$ cat src/rtl/i2c_xlat_pkg.sv
// Shared types and constants for the I2C address translator and its
// bus-side helper blocks.
package i2c_xlat_pkg;

  localparam int I2C_ADDR_W = 7;

  typedef enum logic [1:0] {
    IDLE = 2'd0,
    ADDR = 2'd1,
    ACK  = 2'd2,
    DATA = 2'd3
  } xlat_state_e;

  typedef struct packed {
    logic [I2C_ADDR_W-1:0] vaddr;
    logic                  en;
  } xlat_entry_t;

endpackage

$ cat src/rtl/i2c_addr_xlat_n_if.sv
// Bus-pin, table-programming and status signals of i2c_addr_xlat_n.
interface i2c_addr_xlat_n_if
  import i2c_xlat_pkg::*;
#(
  parameter int NUM_CH = 4,
  parameter int CNT_W  = 8
);
  localparam int IDX_W = (NUM_CH > 1) ? $clog2(NUM_CH) : 1;

  logic                  scl_i;
  logic                  sda_i;
  logic                  cfg_we;
  logic [IDX_W-1:0]      cfg_idx;
  logic [I2C_ADDR_W-1:0] cfg_vaddr;
  logic                  cfg_en;
  logic [NUM_CH-1:0]     ch_sel;
  logic                  addr_valid;
  logic [I2C_ADDR_W-1:0] addr_out;
  logic                  rw_out;
  logic                  hit;
  logic                  conflict;
  logic                  nack;
  logic [CNT_W-1:0]      conflict_cnt;
  logic                  busy;

  modport slave (
    input  scl_i, sda_i, cfg_we, cfg_idx, cfg_vaddr, cfg_en,
    output ch_sel, addr_valid, addr_out, rw_out, hit, conflict, nack,
           conflict_cnt, busy
  );

  modport master (
    output scl_i, sda_i, cfg_we, cfg_idx, cfg_vaddr, cfg_en,
    input  ch_sel, addr_valid, addr_out, rw_out, hit, conflict, nack,
           conflict_cnt, busy
  );

endinterface

$ cat src/rtl/i2c_bus_sync_edge.sv
// Synchronises asynchronous SCL/SDA onto clk and derives SCL edges plus
// START/STOP conditions from the synchronised and previous samples.
module i2c_bus_sync_edge #(
  parameter int SYNC_STAGES = 2
) (
  input  logic clk,
  input  logic arst_n,
  input  logic scl_pin,
  input  logic sda_pin,
  output logic sda,
  output logic scl_rise,
  output logic scl_fall,
  output logic start,
  output logic stop
);

  logic [SYNC_STAGES-1:0] scl_sync;
  logic [SYNC_STAGES-1:0] sda_sync;
  logic                   scl_prev;
  logic                   sda_prev;
  logic                   scl;

  // NOTE: flops are written with <= so every stage samples the value from
  // before the edge; blocking '=' would collapse the chain into one stage.
  always_ff @(posedge clk or negedge arst_n) begin
    if (!arst_n) begin
      scl_sync <= '1;
      sda_sync <= '1;
      scl_prev <= 1'b1;
      sda_prev <= 1'b1;
    end else begin
      scl_sync <= {scl_sync[SYNC_STAGES-2:0], scl_pin};
      sda_sync <= {sda_sync[SYNC_STAGES-2:0], sda_pin};
      scl_prev <= scl_sync[SYNC_STAGES-1];
      sda_prev <= sda_sync[SYNC_STAGES-1];
    end
  end

  assign scl = scl_sync[SYNC_STAGES-1];
  assign sda = sda_sync[SYNC_STAGES-1];

  assign scl_rise = scl & ~scl_prev;
  assign scl_fall = ~scl & scl_prev;
  // SCL must be high in both samples, so an SCL change masks any SDA edge.
  assign start = scl & scl_prev & sda_prev & ~sda;
  assign stop  = scl & scl_prev & ~sda_prev & sda;

endmodule

$ cat src/rtl/i2c_addr_xlat_n.sv
// I2C address monitor: decodes the address byte, matches it against a
// programmable table and drives a one-hot channel select per transaction.
module i2c_addr_xlat_n
  import i2c_xlat_pkg::*;
#(
  parameter int NUM_CH      = 4,
  parameter int SYNC_STAGES = 2,
  parameter int CNT_W       = 8
) (
  input  logic              clk,
  input  logic              arst_n,
  i2c_addr_xlat_n_if.slave  bus
);

  logic sda, scl_rise, scl_fall_unused, start, stop;

  i2c_bus_sync_edge #(.SYNC_STAGES(SYNC_STAGES)) u_sync (
    .clk      (clk),
    .arst_n   (arst_n),
    .scl_pin  (bus.scl_i),
    .sda_pin  (bus.sda_i),
    .sda      (sda),
    .scl_rise (scl_rise),
    .scl_fall (scl_fall_unused),
    .start    (start),
    .stop     (stop)
  );

  xlat_state_e           state, state_nxt;
  logic [2:0]            bit_cnt;
  logic [I2C_ADDR_W-1:0] shift_q;
  logic [I2C_ADDR_W-1:0] addr_q;
  logic                  rw_q;
  logic                  addr_valid_q;
  logic                  nack_q;
  logic [NUM_CH-1:0]     ch_sel_q;
  logic                  hit_q;
  logic                  conflict_q;
  logic [CNT_W-1:0]      cnt_q;
  xlat_entry_t           tbl_q [NUM_CH];

  logic clr_sel, clr_bits, shift_en, latch_addr, nack_set;
  logic [NUM_CH-1:0] match;
  logic              multi, one;

  // NOTE: the table is a handful of flops that must come up disabled, so it
  // takes the async reset like any other state rather than being a RAM.
  always_ff @(posedge clk or negedge arst_n) begin
    if (!arst_n) begin
      for (int i = 0; i < NUM_CH; i++) tbl_q[i] <= '0;
    end else if (bus.cfg_we && (int'(bus.cfg_idx) < NUM_CH)) begin
      tbl_q[bus.cfg_idx] <= '{vaddr: bus.cfg_vaddr, en: bus.cfg_en};
    end
  end

  // During the 8th rise shift_q already holds the seven address bits.
  always_comb begin
    match = '0;
    for (int i = 0; i < NUM_CH; i++)
      match[i] = tbl_q[i].en && (tbl_q[i].vaddr == shift_q);
  end

  assign multi = |(match & (match - NUM_CH'(1)));
  assign one   = (|match) && !multi;

  always_ff @(posedge clk or negedge arst_n) begin
    if (!arst_n) state <= IDLE;
    else         state <= state_nxt;
  end

  // NOTE: every output of this block gets a default first; a path that left
  // one unassigned would infer a latch.
  always_comb begin
    state_nxt  = state;
    clr_sel    = 1'b0;
    clr_bits   = 1'b0;
    shift_en   = 1'b0;
    latch_addr = 1'b0;
    nack_set   = 1'b0;
    if (stop) begin
      state_nxt = IDLE;
      clr_sel   = 1'b1;
    end else if (start) begin
      state_nxt = ADDR;
      clr_sel   = 1'b1;
      clr_bits  = 1'b1;
    end else if (scl_rise) begin
      case (state)
        ADDR: begin
          shift_en = 1'b1;
          if (bit_cnt == 3'd7) begin
            latch_addr = 1'b1;
            state_nxt  = ACK;
          end
        end
        ACK: begin
          nack_set  = sda;
          state_nxt = DATA;
        end
        default: ;
      endcase
    end
  end

  always_ff @(posedge clk or negedge arst_n) begin
    if (!arst_n) begin
      bit_cnt      <= '0;
      shift_q      <= '0;
      addr_q       <= '0;
      rw_q         <= 1'b0;
      addr_valid_q <= 1'b0;
      nack_q       <= 1'b0;
      ch_sel_q     <= '0;
      hit_q        <= 1'b0;
      conflict_q   <= 1'b0;
      cnt_q        <= '0;
    end else begin
      addr_valid_q <= latch_addr;
      nack_q       <= nack_set;
      if (clr_bits) begin
        bit_cnt <= '0;
      end else if (shift_en) begin
        bit_cnt <= bit_cnt + 3'd1;
        shift_q <= {shift_q[I2C_ADDR_W-2:0], sda};
      end
      if (latch_addr) begin
        addr_q <= shift_q;
        rw_q   <= sda;
      end
      if (clr_sel) begin
        ch_sel_q   <= '0;
        hit_q      <= 1'b0;
        conflict_q <= 1'b0;
      end else if (latch_addr) begin
        ch_sel_q   <= one ? match : '0;
        hit_q      <= one;
        conflict_q <= multi;
        if (multi && (cnt_q != '1)) cnt_q <= cnt_q + CNT_W'(1);
      end
    end
  end

  assign bus.ch_sel       = ch_sel_q;
  assign bus.addr_valid   = addr_valid_q;
  assign bus.addr_out     = addr_q;
  assign bus.rw_out       = rw_q;
  assign bus.hit          = hit_q;
  assign bus.conflict     = conflict_q;
  assign bus.nack         = nack_q;
  assign bus.conflict_cnt = cnt_q;
  assign bus.busy         = (state != IDLE);

endmodule

$ cat src/flat_wrapper.sv
// flat-port wrapper written by rule: the top's interface ports become plain ports
module i2c_addr_xlat_n_flat import i2c_xlat_pkg::*;
#(
  parameter int NUM_CH      = 4,
  parameter int SYNC_STAGES = 2,
  parameter int CNT_W       = 8
)
  (clk, arst_n, bus_scl_i, bus_sda_i, bus_cfg_we, bus_cfg_idx, bus_cfg_vaddr, bus_cfg_en, bus_ch_sel, bus_addr_valid, bus_addr_out, bus_rw_out, bus_hit, bus_conflict, bus_nack, bus_conflict_cnt, bus_busy);
  i2c_addr_xlat_n_if #(.NUM_CH(NUM_CH), .CNT_W(CNT_W)) bus_i ();
  input  logic clk;
  input  logic arst_n;
  input wire logic [$bits(bus_i.scl_i)-1:0] bus_scl_i;
  input wire logic [$bits(bus_i.sda_i)-1:0] bus_sda_i;
  input wire logic [$bits(bus_i.cfg_we)-1:0] bus_cfg_we;
  input wire logic [$bits(bus_i.cfg_idx)-1:0] bus_cfg_idx;
  input wire logic [$bits(bus_i.cfg_vaddr)-1:0] bus_cfg_vaddr;
  input wire logic [$bits(bus_i.cfg_en)-1:0] bus_cfg_en;
  output wire logic [$bits(bus_i.ch_sel)-1:0] bus_ch_sel;
  output wire logic [$bits(bus_i.addr_valid)-1:0] bus_addr_valid;
  output wire logic [$bits(bus_i.addr_out)-1:0] bus_addr_out;
  output wire logic [$bits(bus_i.rw_out)-1:0] bus_rw_out;
  output wire logic [$bits(bus_i.hit)-1:0] bus_hit;
  output wire logic [$bits(bus_i.conflict)-1:0] bus_conflict;
  output wire logic [$bits(bus_i.nack)-1:0] bus_nack;
  output wire logic [$bits(bus_i.conflict_cnt)-1:0] bus_conflict_cnt;
  output wire logic [$bits(bus_i.busy)-1:0] bus_busy;
  assign bus_i.scl_i = bus_scl_i;
  assign bus_i.sda_i = bus_sda_i;
  assign bus_i.cfg_we = bus_cfg_we;
  assign bus_i.cfg_idx = bus_cfg_idx;
  assign bus_i.cfg_vaddr = bus_cfg_vaddr;
  assign bus_i.cfg_en = bus_cfg_en;
  assign bus_ch_sel = bus_i.ch_sel;
  assign bus_addr_valid = bus_i.addr_valid;
  assign bus_addr_out = bus_i.addr_out;
  assign bus_rw_out = bus_i.rw_out;
  assign bus_hit = bus_i.hit;
  assign bus_conflict = bus_i.conflict;
  assign bus_nack = bus_i.nack;
  assign bus_conflict_cnt = bus_i.conflict_cnt;
  assign bus_busy = bus_i.busy;
  i2c_addr_xlat_n #(.NUM_CH(NUM_CH), .SYNC_STAGES(SYNC_STAGES), .CNT_W(CNT_W)) u_core (.clk(clk), .arst_n(arst_n), .bus(bus_i));
endmodule
$ cat config.mk
export PLATFORM = sky130hd
export DESIGN_NAME = i2c_addr_xlat_n_flat
export DESIGN_NICKNAME = d
export VERILOG_FILES = /design/src/rtl/i2c_xlat_pkg.sv /design/src/rtl/i2c_addr_xlat_n_if.sv /design/src/rtl/i2c_bus_sync_edge.sv /design/src/rtl/i2c_addr_xlat_n.sv /design/src/flat_wrapper.sv
export SDC_FILE = /design/constraint.sdc
export NUM_CORES = 1
export LEC_CHECK = 0
export BUFFER_PORTS_ARGS = -buffer_cell sky130_fd_sc_hd__buf_2
export CAP_MARGIN = 30
export CORE_UTILIZATION = 30
export CTS_BUF_LIST = sky130_fd_sc_hd__clkbuf_16
export CTS_CLUSTER_DIAMETER = 80
export CTS_CLUSTER_SIZE = 10
export DETAILED_ROUTE_END_ITERATION = 10
export SLEW_MARGIN = 20
export SYNTH_ARGS = -nofsm -noshare
export SYNTH_HDL_FRONTEND = slang
export SYNTH_SLANG_ARGS = --single-unit
$ cat constraint.sdc
create_clock -name clk -period 3.05 [get_ports clk]
set_input_delay 0.1525 -clock clk [delete_from_list [all_inputs] [get_ports clk]]
set_output_delay 0.1525 -clock clk [all_outputs]
set_load 0.03 [all_outputs]
==> run metrics <==
Final Max Slew Viols 0; Seq/Total Area, Yosys 55.47%; DP Cell Count 450; Compound-Gate Fraction of Synth Area 3.247%; r2r setup slk 440 ps; Slew headroom 63.86%; # port buffers 39; sw power 0.7561 mW; crit-path cells xor2_1 -> nor4_2 -> and4_1 -> a211oi_1 -> or4_4 -> or3_4 -> xnor2_2; H-tree levels 3; leakage power 1.894 nW; design area 4001 um^2; Cell variety after synth 37; Avg Cell Area, Syn 12.10 um^2; gpl congestion 0.7794; antenna violations before repair 0; Pwr per Cell Area 662.3 nW/um^2; fin cells 470; ANT cells 0; Synth Net Count 298; largest net degree at the start of global routing 75; final core utilization 36.91%; startpoint types register; layout net count 346; pre-CTS WS 438.1 ps; Gate power share 17.8%; Synth top area share 50.77%; mux cell area share after synthesis 13.74%; critical-path maximum fanout 8; Die X 107.7 um; DP HPWL 4655 um; Reg2Reg Depth 7; Skew-Pair Late Insertion Delay 330 ps; root buf cell clkbuf_16; CTS sink cnt 74; period utilisation layout 85.47%; first-pass GRT wire length 10910 um; Hold WS 73.22 ps; Max-Cap Viols 0; reg2reg end u_core.bus.conflict_cnt[5]$_DFFE_PN0P_; Total Routed Length 6538 um; grt ovf 0; CP startpoint u_core.shift_q[1]$_DFFE_PN0P_; XOR/XNOR share of the synthesized area 10.15%; Fillers 1086; Initial Util 30.92%; Crit Path Category register to register; clock buffer depth 2; number of post-CTS setup repair buffers 0; RSZ-0062 raised after global routing false; Final TNS setup 0 ps; worst path required time 3270 ps; Die Y 107.7 um; TritonCTS clock tree built; post-synthesis cell count 277; Sequential Power Share 47.8%; WL/cell 13.91 um; largest family of logic cells by synthesized area multiplexers; worst setup margin 443.0 ps; final hold vios 0; share of post-route cells with drive strength above 1 20.61%; DR vias 2149; vias in the first global route 2165; Post-DP Area 3696 um^2; CP endpoint u_core.bus.conflict_cnt[5]$_DFFE_PN0P_; Yosys top cell by area dfrtp_1; # IOs 40; fmax 0.3836 GHz; simple-gate share of the synthesized area 12.50%; Setup Skew 8.183 ps; FF-to-FF Start u_core.shift_q[1]$_DFFE_PN0P_; Sw Ratio 28.53%; initial DRC count 143; outcome complete, no violations; drt via density 4.572; Hold Crit Class input pin to register; Critical Path Max Stage Delay 590 ps; detailed-route DRC error count 0; clock network power share 34.4%; num rows 38; Slowest-stage cell, CP or4_4; CTS Hold Bufs 2; #FFs+latches synth 74; die area 11600 um^2; final setup fails 0; worst slew pin tran 540.6 ps; Internal 1.894 mW; Arr. time, crit path 2820 ps; Crit. End Element register; DR pass1 iterations 4; Pwr Total 2.650 mW; Core Box Area 10840 um^2; top post-synthesis cells by area dfrtp_1 (51%), mux2_1 (13%), xnor2_1 (6.3%); Area Growth Syn to Fin 19.37%; Post-Synthesis Cell Area 3352 um^2; minimum clock period after layout 2607 ps; synth warn 0; Post-Synth Adder-Cell Area 2.538%; CTS resizes 0; GRT Total Usage 12.77%; Clk pin slew, worst setup/hold paths 60 ps; DRT antenna net count 0; number of CTS-inserted buffers 9; VDD IR-drop max 0.2823 mV
-- placed cells by master, fill, tap and decap left out, types with 2 or more instances in the layout --
cell type and n:
dfrtp_1 68, mux2_1 40, buf_2 39, nand2_1 33
xnor2_1 24, nor2_1 14, xor2_1 13, nand4_1 11
clkbuf_16 9, inv_1 8, nor3_1 7, nand3_1 6
ha_1 6, dfstp_2 6, a21oi_1 5, a22o_1 4
buf_4 4, o21ai_1 3, clkinv_1 3, dlygate4sd3_1 3
nor2b_1 2, nand3b_1 2, nor2_2 2
-- metal layers --
| metal | GRT usage [%] | up-vias | routed length [um] |
|---|---|---|---|
| met3 | 4.661 | 9 | 280 |
| met4 | 4.697 | 0 | 95 |
| met5 | 0 | - | 0 |
| met1 | 17.20 | 1046 | 3187 |
| li1 | - | 1053 | - |
| met2 | 18.59 | 41 | 2974 |
-- area by class of cell --
| cell class | count | area, um^2 | share of cell area, % |
|---|---|---|---|
| clock inverter | 7 | 30.03 | 0.7505 |
| sequential | 74 | 1859 | 46.47 |
| multi-input combinational | 187 | 1414 | 35.33 |
| tap | 140 | 175.2 | 4.378 |
| inverter | 6 | 22.52 | 0.5629 |
| clock buffer | 9 | 225.2 | 5.629 |
| timing repair buffer | 47 | 275.3 | 6.879 |
-- how the worst min path moves through the flow --
| stage | startpoint | endpoint | slack [ps] | cells after the start |
|---|---|---|---|---|
| final | bus_cfg_vaddr[4] | u_core.tbl_q[5]$_DFFE_PN0P_ | 70 | 2 |
| after global routing | bus_cfg_vaddr[5] | u_core.tbl_q[22]$_DFFE_PN0P_ | 80 | 2 |
| after CTS | bus_cfg_vaddr[4] | u_core.tbl_q[5]$_DFFE_PN0P_ | 70 | 2 |
| after detailed placement | bus_sda_i | u_core.u_sync.sda_sync[0]$_DFF_PN1_ | 260 | 1 |
| after global placement | bus_sda_i | u_core.u_sync.sda_sync[0]$_DFF_PN1_ | 260 | 1 |
| after floorplan | arst_n | u_core.bit_cnt[0]$_DFFE_PN0P_ | -140 | 0 |
-- power groups by stage --
| stage | logic, mW | clock network [mW] | registers (mW) |
|---|---|---|---|
| 3_3_place_gp | 0.460 | 0 | 1.28 |
| 5_1_grt | 0.531 | 0.986 | 1.29 |
| 6_report | 0.472 | 0.912 | 1.27 |
| 2_1_floorplan | 0.434 | 0 | 1.20 |
| 4_1_cts | 0.480 | 0.933 | 1.27 |
| 3_5_place_dp | 0.475 | 0 | 1.29 |
-- logic make-up (layout without fill, tap and decap cells) --
logic type	count (synthesis)	count (layout)
compound gates	17	17
fa+ha+maj	7	7
simple gates	84	84
buf+inv	16	69
mux	41	41
flops	74	74
xor+xnor	38	38
-- cell usage after synthesis (all sizes together) --
library cell	count
buf	5
nand3b	2
nor2	17
xor2	13
a22o	4
nand3	6
nor4	1
a21oi	5
a211oi	1
mux2i	1
dfrtp	68
a31oi	1
nor3	7
o211ai	1
or4	1
and4	1
or3	1
and3	1
dfstp	6
nor3b	1
a21o	1
o21ai	4
mux2	40
maj3	1
nor2b	2
inv	6
clkbuf	5
ha	6
nand2	33
xnor2	25
nand4	11
-- state kept, by name, summed over array words and instances (netlist names) --
| register | flops |
|---|---|
| u_core.bus.hit | 1 |
| u_core.u_sync.scl_sync | 2 |
| u_core.u_sync.sda_prev | 1 |
| u_core.u_sync.sda_sync | 2 |
| u_core.u_sync.scl_prev | 1 |
| u_core.bus.conflict | 1 |
| u_core.bus.rw_out | 1 |
| u_core.bus.conflict_cnt | 8 |
| u_core.shift_q | 7 |
| u_core.tbl_q | 32 |
| u_core.bus.addr_valid | 1 |
| u_core.bit_cnt | 3 |
| u_core.bus.addr_out | 7 |
| u_core.bus.ch_sel | 4 |
| u_core.bus.nack | 1 |
| u_core.state | 2 |
-- critical path: cells and delay by family (launching register included) --
kind,cells,cell delay (ps)
and+or+nand+nor,4,1630
AOI/OAI and AO/OA,1,70
DFF,1,460
xor gates and xnor gates,2,320
(Power assumes the default switching activity.)
